`src/rtl/alu.sv`:
```
// Registered 8-bit ALU with a local 4-bit status register (V,N,Z,C).
// One operation per clock; carry-dependent ops read the flags from the previous edge.
module alu (
  input  logic       clk,
  input  logic       rst,
  output logic [7:0] reg_out,
  output logic [3:0] SREG,
  input  logic [3:0] function_select_lines,
  input  logic [7:0] A,
  input  logic [7:0] B
);

  typedef enum logic [3:0] {
    OP_MOV = 4'd0,  OP_ADD = 4'd1,  OP_SUB = 4'd2,  OP_AND = 4'd3,
    OP_ADC = 4'd4,  OP_SBC = 4'd5,  OP_OR  = 4'd6,  OP_XOR = 4'd7,
    OP_NOT = 4'd8,  OP_NEG = 4'd9,  OP_LSL = 4'd10, OP_LSR = 4'd11,
    OP_ASR = 4'd12, OP_ROL = 4'd13, OP_ROR = 4'd14, OP_CMP = 4'd15
  } op_e;

  logic [7:0] reg_out_q, reg_out_d;
  logic [3:0] sreg_q, sreg_d;

  op_e        op;
  logic       c_in;
  logic [8:0] sum9, diff9;
  logic [7:0] minuend, subtrahend;
  logic       carry_in_used;
  logic [7:0] res;
  logic       c_new, v_new;

  assign op   = op_e'(function_select_lines);
  assign c_in = sreg_q[0];

  // Shared 9-bit adder/subtractor; bit 8 of the difference is the borrow.
  always_comb begin
    carry_in_used = ((op == OP_ADC) || (op == OP_SBC)) ? c_in : 1'b0;
    minuend       = (op == OP_NEG) ? 8'h00 : A;
    subtrahend    = (op == OP_NEG) ? A : B;
    sum9          = {1'b0, A} + {1'b0, B} + {8'd0, carry_in_used};
    diff9         = {1'b0, minuend} - {1'b0, subtrahend} - {8'd0, carry_in_used};
  end

  // NOTE: every variable gets a default before the case so no path leaves it unassigned (no latches).
  always_comb begin
    res   = 8'h00;
    c_new = c_in;
    v_new = 1'b0;
    unique case (op)
      OP_MOV: res = B;
      OP_AND: res = A & B;
      OP_OR:  res = A | B;
      OP_XOR: res = A ^ B;
      OP_NOT: res = ~A;
      OP_ADD, OP_ADC: begin
        res   = sum9[7:0];
        c_new = sum9[8];
        v_new = (A[7] == B[7]) && (res[7] != A[7]);
      end
      OP_SUB, OP_SBC, OP_CMP, OP_NEG: begin
        res   = diff9[7:0];
        c_new = diff9[8];
        v_new = (minuend[7] != subtrahend[7]) && (res[7] != minuend[7]);
      end
      OP_LSL: begin
        res   = {A[6:0], 1'b0};
        c_new = A[7];
        v_new = res[7] ^ c_new;
      end
      OP_LSR: begin
        res   = {1'b0, A[7:1]};
        c_new = A[0];
        v_new = res[7] ^ c_new;
      end
      OP_ASR: begin
        res   = {A[7], A[7:1]};
        c_new = A[0];
        v_new = res[7] ^ c_new;
      end
      OP_ROL: begin
        res   = {A[6:0], c_in};
        c_new = A[7];
        v_new = res[7] ^ c_new;
      end
      OP_ROR: begin
        res   = {c_in, A[7:1]};
        c_new = A[0];
        v_new = res[7] ^ c_new;
      end
      default: res = 8'h00;
    endcase
  end

  // CMP updates flags from the difference but leaves the result register alone.
  always_comb begin
    reg_out_d = (op == OP_CMP) ? reg_out_q : res;
    sreg_d    = {v_new, res[7], (res == 8'h00), c_new};
  end

  // NOTE: sequential state uses non-blocking assignments so all registers update together.
  always_ff @(posedge clk) begin
    if (rst) begin
      reg_out_q <= 8'h00;
      sreg_q    <= 4'h0;
    end else begin
      reg_out_q <= reg_out_d;
      sreg_q    <= sreg_d;
    end
  end

  assign reg_out = reg_out_q;
  assign SREG    = sreg_q;

endmodule

```
`config.mk`:
```
export PLATFORM = sky130hd
export DESIGN_NAME = alu
export DESIGN_NICKNAME = d
export VERILOG_FILES = /design/src/rtl/alu.sv
export SDC_FILE = /design/constraint.sdc
export NUM_CORES = 1
export LEC_CHECK = 0
export ABC_AREA = 1
export CAP_MARGIN = 20
export CORE_MARGIN = 5
export CORE_UTILIZATION = 35
export DETAILED_ROUTE_END_ITERATION = 7
export PLACE_DENSITY = 0.59
export SYNTH_ARGS = -nofsm -noshare
export SYNTH_HDL_FRONTEND = slang
export SYNTH_SLANG_ARGS = --single-unit
```
`constraint.sdc`:
```
create_clock -name clk -period 6.25 [get_ports clk]
set_input_delay 0.625 -clock clk [delete_from_list [all_inputs] [get_ports clk]]
set_output_delay 0.625 -clock clk [all_outputs]
set_load 0.03 [all_outputs]
```
# Word-level counts from Yosys, hierarchy flattened
# Index checks and enable logic that the tools add are counted.
# classes
reduce_logical,10
eq_ne,19
add_sub_neg,4
bitwise,7
muxes,6
# op_table
cell,count
$pmux 8 s12,1
$eq 4x4->1 const B,8
$eq 4x3->1 const B,4
$mux 8,2
$add 8x8->9,1
$add 9x1->9,1
$sub 8x8->9,1
$sub 9x1->9,1
$and 8x8->8,1
$eq 4x2->1 const B,2
$logic_not 8->1,1
$not 8->8,1
$or 8x8->8,1
$xor 8x8->8,1
$pmux 1 s6,1
$eq 4x1->1 const B,1
$logic_not 4->1,1
$pmux 1 s4,1
$reduce_bool 4->1,1
$reduce_or 2->1,2
$reduce_or 4->1,1
$ne 1x1->1,3
$reduce_or 3->1,1
$xor 1x1->1,3
other kinds (4),5
# word_totals
out_inout_bits,12
ff_bits,12
in_bits,22

# Logic depth before layout (Yosys ltp)
# Gate-level depths: netlist of the first run.
# depth
depth_word,7
ltp_mapped,21

# Worst setup path after synthesis of the first run
# No wires, ideal clock.
# synth_path
path_type,input to register
startpoint,input port function_select_lines[0]
endpoint,register sreg_q[1] (netlist: SREG[1])
setup_slack_ns,3.293
path_stages,21
n_path_buf,1
arrival_time_ns,2.884
setup_ns,0.073
path_cell_list,inv_2 nor2_2 nand2_4 clkbuf_1 nand2_1 o21ai_0 fa_1 fa_1 nand2_1 nand2_1 nand2_1 nand2_1 nand2_1 inv_1 nand2_1 nand4_1 nand2_1 inv_1 nor2_1 nand3_1 nor3_2
# synth_via
elab_chain_cells,6
word_cells_on_any_way,27
# synth_rtl
item,line,source
"start, declared",8,"input logic [3:0] function_select_lines,"
$eq 4x4->1 / $eq 4x3->1 (equally long branches),n/a,
"$mux 8, or another cell as far along",37,minuend = (op == OP_NEG) ? 8'h00 : A;
$sub 8x8->9 / $mux 1 (equally long branches),"40, 36",
$sub 9x1->9 / $add 9x1->9 (equally long branches),"40, 39",
$pmux 8 s12 (*),48,unique case (op)
$logic_not 8->1 (*),96,"sreg_d = {v_new, res[7], (res == 8'h00), c_new};"
"end signal, assigned",106,sreg_q <= sreg_d;
"end, declared",21,"logic [3:0] sreg_q, sreg_d;"
# Every way passes the cells marked *; elsewhere a longest branch is shown, timed or not.
# A chain may end at the register's enable or synchronous reset.

# Worst setup path in the final report of the first run
# Ends and elaborated chain as after synthesis.

==> metrics.csv, run 1 <==
metric;value;unit
ir_drop;0.0619;mV
grt_overflow;0;
cts_root_buf;clkbuf_8;
synth_mux_area_share;0;%
grt_pass1_wl;12500;um
ys_types;32;
io_buffers;33;
drt_pass1_iterations;5;
die-area;8750;sq um
period_needed;3.68;ns
place.gp.congestion;0.915;
yosysMostFrequentCell;nand2_1;
synth_compound_area_share;11.8;%
grt_antenna_before_repair;0;
synth-edff-count;0;
status;finished, final reports clean;
clkLatencyLatePin;0.23;ns
wl;7630;um
cts_inserted_buffers;3;
rsz0062_at_grt;no;
synthTopCellsByArea;nand2_1, ha_1, inv_1;
rows;30;
cts_tree;done;
io_pins;34;
core;6790;sq um
path_class;in2reg;
skew;0.00117;ns
cts_htree_levels;1;
power;0.410;mW
min_period_over_period;58.9;%
hold_viol;0;
drive_above_1_share;7.82;%
dp_slack;2.37;ns
fmax;0.272;GHz
syn_area_per_cell;5.55;sq um
setup_viol;0;
synth_flop_cell;dfxtp_1;
grt_max_degree;26;
die_height;93.6;um
grtUsageTotal;17.7;%
yosysTopAreaCell;nand2_1;
start_util;36.0;%
vias;2804;
p_leak;1.55;nW
cp_max_fo;25;
dr.first_iter.drc_count;199;
cts_setup_buffers;0;
synth_fa_ha_area_share;17.6;%
slew-limit-headroom;64.6;%
synth_nets;494;
yosysWarnings;0;
synth_xor_area_share;0.358;%
startpoint_type;primary input;
grt_util_met3;2.33;%
wl_per_cell;13.4;um
report.final.slew_viol_count;0;
synth_top_family_by_area;simple AND/OR/NAND/NOR gates;
cts.clk_slew.worst_paths;0.05;ns
power.density;140;nW/um^2
synth_top_area_share;20.7;%
ctsResizeCount;0;
die_w;93.6;um
hold_class;reg2reg;
final.setup.tns;0;ns
async_reset_ff_share;0;%
syn_to_final_growth;19.7;%
synth-seq-area-share;9.83;%
drc_errors;0;
syn_inst;440;
hpwlAfterDp;6440;um
grt.busiest_layer;met2;
tightest_slew;0.529;ns
met2_usage;29.7;%
maxCapViolCount;0;
use_met1;23.8;%
cts.sinks;12;
fin_nets;529;
first_global_vias;2589;
critPathCaptureType;register;
diodes;0;
critPathRequiredTime;6.41;ns
syn_area;2440;sq um
timing.final.ws_setup;2.57;ns
critPathArrivalTime;3.84;ns
synth_simple_gate_area_share;47.4;%
viasPerCell;4.93;
ant_nets;0;
synth_seq_cells;12;
ys_top_cells_by_count;nand2_1, inv_1, nor2_1, nand3_1, ha_1;
cts_buffer_depth;2;
hold_buffers;0;
-- worst max-delay path, cell delays in order --
cell and delay, ns:
clkdlybuf4s50_1 0.57, inv_2 0.07, nor2_2 0.18, nand2_4 0.18, nand2_1 0.09, o21ai_0 0.11, fa_1 0.48, fa_1 0.47
nand2_1 0.10, nand2_1 0.07, nand2_1 0.10, nand2_1 0.06, nand2_1 0.05, inv_1 0.04, nand2_1 0.05, nand4_1 0.09
nand2_1 0.11, inv_1 0.05, nor2_1 0.11, nand3_1 0.09, nor3_2 0.12
-- worst paths after layout --
check	from	end	slack (ns)	depth (start not counted)
setup / recovery	function_select_lines[0]	SREG[1]	2.57	21
hold / removal	reg_out[5]	reg_out[5]	0.53	2
setup reg to reg	SREG[0]	SREG[3]	3.59	16
hold reg to reg	reg_out[5]	reg_out[5]	0.53	2
-- sequential cells by signal, indices dropped and copies added (netlist names) --
signal	cells
reg_out	8
SREG	4
-- cells in the final DEF (no fill, tap or decap), drive strengths merged --
| cell type | instances |
|---|---|
| o22ai | 1 |
| o221ai | 1 |
| inv | 80 |
| nor2 | 55 |
| a21oi | 20 |
| nand2 | 145 |
| clkbuf | 3 |
| and2 | 1 |
| clkinv | 1 |
| o21bai | 1 |
| nand3b | 3 |
| nand3 | 34 |
| nor3 | 5 |
| a22oi | 1 |
| nand4 | 10 |
| fa | 4 |
| or2 | 5 |
| clkdlybuf4s50 | 33 |
| ha | 28 |
| o21ai | 24 |
| xor2 | 1 |
| dfxtp | 12 |
| o211ai | 5 |
-- layout make-up --
cell class,instances,area [sq um]
inverters,81,307
multi-input cells,344,1890
repair buffers,33,330
clock buffers,3,41.3
fillers,741,3870
well taps,96,120
flip-flops and latches,12,240
-- per-stage QoR --
step	utilization (%)	area [sq um]	hold WS (ns)	instances
global placement	42.4	2880	0.514	566
detailed placement	42.4	2880	0.517	566
finish	43.0	2920	0.529	569
floorplan	-	2440	0.638	440
global route	43.0	2920	0.569	569
CTS	43.0	2920	0.531	569
-- logic make-up (layout without fill, tap and decap cells) --
logic type,count (synthesis),count (layout)
simple gates,258,258
buf+inv,84,117
compound gates,53,53
fa+ha+maj,32,32
flops,12,12
xor+xnor,1,1
-- where the power goes --
part | internal (mW) | total (mW) | switching [mW]
Sequential | 0.0858 | 0.0902 | 0.00445
Clock | 0.0422 | 0.0674 | 0.0252
Combinational | 0.0950 | 0.253 | 0.158
Total | 0.223 | 0.410 | 0.187
-- metal layers --
| metal | share of wire [%] | vias up |
|---|---|---|
| met5 | 0 | - |
| li1 | - | 1459 |
| met2 | 47 | 81 |
| met4 | 2.2 | 0 |
| met1 | 46 | 1250 |
| met3 | 4.7 | 14 |
No activity file was read; power rests on OpenSTA's default activity.
==> run 2: changes to the inputs <==
Clock period 6.25 ns to 3.5 ns, I/O delays scaled along.
==> run 2 against run 1 <==
Net effect: die area did not move; sequential share of layout area decreased by 0.22 points; final area grew 2.8%; via count increased by 1.0%; hold slack about the same; critical path depth is 2 lower; critical endpoint is now SREG[3]; highest routed layer unchanged.
==> metrics.csv, run 2 (same netlist as run 1, synthesis figures left out) <==
metric;value;unit;change
status;finished, final reports clean;;
die_height;93.6;um;unchanged
drc_errors;0;;unchanged
grt_pass1_wl;13200;um;+5.5%
drive_above_1_share;9.73;%;+1.9 points
cts_tree;done;;
die_w;93.6;um;unchanged
core;6790;sq um;unchanged
diodes;0;;unchanged
power;0.774;mW;+89%
crit_top_cell;nand2_1;;
r2r-start;SREG[0];;
io_buffers;33;;unchanged
switching_share;44.6;%;-1.0 points
syn_to_final_growth;23.0;%;
crit_slowest_cell;clkdlybuf4s50_1;;
viasPerCell;4.89;;-0.75%
place.gp.congestion;0.898;;-1.9%
crit_start;function_select_lines[0];;
critPathCaptureType;register;;
seqPwrFrac;20.8;%;-1.2 points
skew;0.000596;ns;-0.000575 ns
path_class;in2reg;;
clkLatencyLatePin;0.24;ns;about the same
drt_pass1_iterations;4;;-1
cts.sinks;12;;unchanged
combPwrFrac;59.7;%;-1.9 points
ir_drop;0.123;mV;+98%
rsz0062_at_grt;no;;
vias;2832;;+1.0%
slew-limit-headroom;66.1;%;+1.4 points
cts.clk_slew.worst_paths;0.05;ns;about the same
fin_nets;538;;+1.7%
min_from;reg_out[5];;
tightest_slew;0.507;ns;-0.0216 ns
power.density;258;nW/um^2;+84%
largest_reg_flops;8;;unchanged
p_int;0.429;mW;+92%
hold_buffers;0;;unchanged
final.setup.tns;0;ns;unchanged
report.final.slew_viol_count;0;;unchanged
startpoint_type;primary input;;
hold_end;reg_out[5];;
cts_buffer_depth;2;;unchanged
cts_setup_buffers;0;;unchanged
rows;30;;unchanged
hpwlAfterDp;6840;um;+6.2%
period_needed;3.17;ns;
r2r_slack;0.92;ns;-2.67 ns
grt_overflow;0;;unchanged
reg2regPathDepth;18;;+2
start_util;36.0;%;unchanged
min_period_over_period;90.6;%;
ant_nets;0;;unchanged
first_global_vias;2763;;+6.7%
layout_common_cells;nand2_1, inv_1, nor2_1;;
switchingPower;0.346;mW;+84%
hold_viol;0;;unchanged
grt_max_degree;18;;-31%
io_pins;34;;unchanged
crit_chain;clkdlybuf4s50_1, inv_2, nor2_2, nand2_4, nand2_1, o21ai_0, ha_1, inv_1, ha_1, nand2_1, inv_1, a21oi_1, nand2_1, nand2_1, nand3_1, and2_1, or2_1, nand3_1, a21oi_1;;
layout_commonest_cell;nand2_1;;
critPathArrivalTime;3.29;ns;-0.55 ns
cts_htree_levels;1;;unchanged
cts_inserted_buffers;3;;unchanged
cp_max_fo;17;;-32%
dr.first_iter.drc_count;171;;-14%
fmax;0.315;GHz;
cts_root_buf;clkbuf_8;;
critPathRequiredTime;3.62;ns;-2.79 ns
p_leak;1.60;nW;+3.3%
cp_slowest_stage_delay;0.50;ns;-0.07 ns
wl_per_cell;13.6;um;+1.8%
min_path_cells;2;;unchanged
wl;7900;um;+3.6%
setup_viol;0;;unchanged
grtUsageTotal;18.6;%;+0.92 points
maxCapViolCount;0;;unchanged
p_clk_share;19.5;%;+3.1 points
rr_endpoint;SREG[1];;
grt_antenna_before_repair;0;;unchanged
die-area;8750;sq um;unchanged
ctsResizeCount;0;;unchanged
hold_class;reg2reg;;
-- run 2: cell types whose count changed in the layout (fill, tap and decap cells not counted), sizes merged --
cell / change
clkbuf: +1
buf: +9
-- run 2: layout make-up --
type	count	area, sq um
multi-input combinational	344	1890
timing repair buffer	42	398
tap	96	120
fill	778	3790
clock buffer	4	55.1
sequential	12	240
inverter	81	307
-- run 2: routing by layer --
metal | global-route usage (%) | vias to the layer above | share of wire (%)
met1 | 23.5 | 1287 | 45
met2 | 33.7 | 64 | 49
met4 | 4.09 | 0 | 1.6
li1 | - | 1473 | -
met5 | 0 | - | 0
met3 | 2.17 | 8 | 4.3
-- run 2: per-stage QoR --
step | area (sq um) | std cells | util (%) | hold WS [ns] | setup WS, ns
floorplan | 2440 | 440 | - | 0.419 | 0.818
global placement | 2950 | 575 | 43.4 | 0.516 | 0.146
detailed placement | 2950 | 575 | 43.4 | 0.523 | 0.128
CTS | 3010 | 579 | 44.2 | 0.539 | 0.361
global route | 3010 | 579 | 44.2 | 0.571 | 0.0633
finish | 3010 | 579 | 44.2 | 0.529 | 0.328
-- run 2: how the worst max path moves through the flow --
stage | end | slack, ns | cells after the start
floorplan | SREG[1] | 0.82 | 21
global placement | SREG[3] | 0.15 | 19
detailed placement | SREG[1] | 0.13 | 21
CTS | SREG[1] | 0.36 | 21
global route | SREG[3] | 0.06 | 19
finish | SREG[3] | 0.33 | 19
-- run 2: worst max-delay path: cells and delay by family --
family | cells | cell delay [ns]
and+or+nand+nor | 10 | 1.29
buffers and inverters | 4 | 0.65
adders and majority gates | 2 | 0.66
AOI/OAI and AO/OA | 3 | 0.35
-- run 2: power by group through the flow --
stage / logic [mW] / registers (mW) / clock network [mW]
2_1_floorplan: 0.273 / 0.195 / 0
3_3_place_gp: 0.459 / 0.164 / 0
3_5_place_dp: 0.461 / 0.164 / 0
4_1_cts: 0.463 / 0.161 / 0.156
5_1_grt: 0.517 / 0.163 / 0.163
6_report: 0.462 / 0.161 / 0.151
==> run 3: changes to the inputs <==
Settings changed: SETUP_SLACK_MARGIN set to 0.4.
Clock period 3.5 ns to 3.95 ns, I/O delays scaled along.
==> run 3 against run 2 <==
Net effect: clock power shrank 28%; worst setup slack improved by 0.39 ns; sequential share of layout area is 0.087 points higher; critical path type unchanged; largest cell class unchanged.
==> metrics.csv, run 3 (same netlist as run 1, synthesis figures left out) <==
metric;value;unit;change
final.setup.tns;0;ns;unchanged
p_clk_share;16.6;%;-2.9 points
topRoutingLayerUsed;met4;;
io_pins;34;;unchanged
wl_met2;3710;um;-3.8%
core;6790;sq um;unchanged
grt_pass1_wl;13100;um;-0.58%
place.gp.congestion;0.918;;+2.2%
p_leak;1.59;nW;-0.72%
hold_viol;0;;unchanged
placed_cell_area;2900;sq um;-1.8%
ir_drop;0.0758;mV;-38%
grt_overflow;0;;unchanged
hold_buffers;0;;unchanged
combPwrFrac;61.6;%;+1.9 points
crit_start;function_select_lines[2];;
cts_root_buf;clkbuf_8;;
start_util;36.0;%;unchanged
die-area;8750;sq um;unchanged
crit_chain;clkdlybuf4s50_1, nor2_4, nand2_4, nand2_1, o21ai_0, fa_2, fa_1, nand2_1, nand2_1, nand2_1, nand2_1, nand2_1, inv_1, nand2_1, nand4_1, nand2_1, inv_1, nor2_1, nand3_1, nor3_2;;
startpoint_type;primary input;;
cp_slowest_stage_delay;0.56;ns;+0.06 ns
wl_per_cell;13.6;um;about the same
first_global_vias;2661;;-3.7%
maxCapViolCount;0;;unchanged
report.final.slew_viol_count;0;;unchanged
cp_max_fo;13;;-4
dp_slack;0.313;ns;+0.184 ns
dr.first_iter.drc_count;164;;-4.1%
hold_slack;0.528;ns;-0.00125 ns
cts.clk_slew.worst_paths;0.05;ns;about the same
drive_above_1_share;9.00;%;-0.74 points
fmax;0.309;GHz;
cts_inserted_buffers;3;;unchanged
seqPwrFrac;21.7;%;+0.9 points
period_needed;3.23;ns;
fin_util;43.8;%;-0.48 points
cts_tree;done;;
grt_max_degree;26;;+8
layout_commonest_cell;nand2_1;;
hpwlAfterDp;6470;um;-5.3%
switchingPower;0.301;mW;-13%
critPathCaptureType;register;;
min_period_over_period;81.9;%;
crit_slowest_cell;clkdlybuf4s50_1;;
wl;7830;um;-0.92%
hold_class;reg2reg;;
fin_nets;534;;-0.74%
grtUsageTotal;18.6;%;about the same
switching_share;45.9;%;+1.2 points
die_height;93.6;um;unchanged
drt_pass1_iterations;4;;unchanged
diodes;0;;unchanged
cts_buffer_depth;2;;unchanged
io_buffers;33;;unchanged
grt_antenna_before_repair;0;;unchanged
critPathRequiredTime;4.12;ns;+0.50 ns
tightest_slew;0.526;ns;+0.0191 ns
setup_viol;0;;unchanged
status;finished, final reports clean;;
p_int;0.356;mW;-17%
drc_errors;0;;unchanged
min_from;reg_out[5];;
cts.sinks;12;;unchanged
wl_met3;351;um;+3.8%
vias;2798;;-1.2%
fin_area;2970;sq um;-1.1%
viasPerCell;4.87;;-0.34%
largest_reg_flops;8;;unchanged
crit_top_cell;nand2_1;;
r2r_slack;1.34;ns;+0.42 ns
power.density;221;nW/um^2;-14%
critPathArrivalTime;3.40;ns;+0.11 ns
r2r-start;SREG[0];;
ant_nets;0;;unchanged
rows;30;;unchanged
rsz0062_at_grt;no;;
clkLatencyLatePin;0.24;ns;about the same
m1WireLength;3620;um;+1.3%
layout_common_cells;nand2_1, inv_1, nor2_1;;
syn_to_final_growth;21.7;%;
timing.final.ws_setup;0.716;ns;+0.388 ns
die_w;93.6;um;unchanged
cts_htree_levels;1;;unchanged
path_class;in2reg;;
skew;0.00257;ns;+0.00198 ns
slew-limit-headroom;64.8;%;-1.3 points
## run 3: repair_timing
item	4_1_cts	5_1_grt
resized for setup	0	4
setup buffers	0	2
endpoints found under the hold margin	0	0
setup endpoints to repair	0	3
## run 3: critical path: cells and delay by family
| kind | cells | cell delay [ns] |
|---|---|---|
| AO/OA/AOI/OAI | 1 | 0.11 |
| adder cells (fa/ha/maj) | 2 | 0.87 |
| buffers and inverters | 3 | 0.64 |
| AND/OR/NAND/NOR | 14 | 1.37 |
## run 3: cell type report
class	instances	area [sq um]
fillers	759	3820
multi-input cells	345	1900
clock buffers	3	41.3
flip-flops and latches	12	240
inverters	81	307
repair buffers	37	365
well taps	96	120
## run 3: metal layers
layer / GRT usage [%] / up-vias
met4: 4.09 / 0
met1: 24.4 / 1251
li1: - / 1468
met5: 0 / -
met3: 1.85 / 11
met2: 32.7 / 68
## run 3: power by group through the flow
stage	registers (mW)	logic [mW]	clock network, mW
2_1_floorplan	0.173	0.242	0
3_3_place_gp	0.145	0.400	0
3_5_place_dp	0.145	0.400	0
4_1_cts	0.143	0.402	0.113
5_1_grt	0.144	0.460	0.119
6_report	0.143	0.405	0.109
## run 3: path summary, 6_finish.rpt
check	end	cells past startpoint
min reg2reg	reg_out[5]	2
min	reg_out[5]	2
max	SREG[1]	20
max reg2reg	SREG[3]	16
## run 3: metrics by stage
step                      instances  power, mW
after CTS                       571      0.658
after global routing            574      0.723
final                           574      0.657
after floorplan                 440      0.414
after global placement          568      0.545
after detailed placement        568      0.545
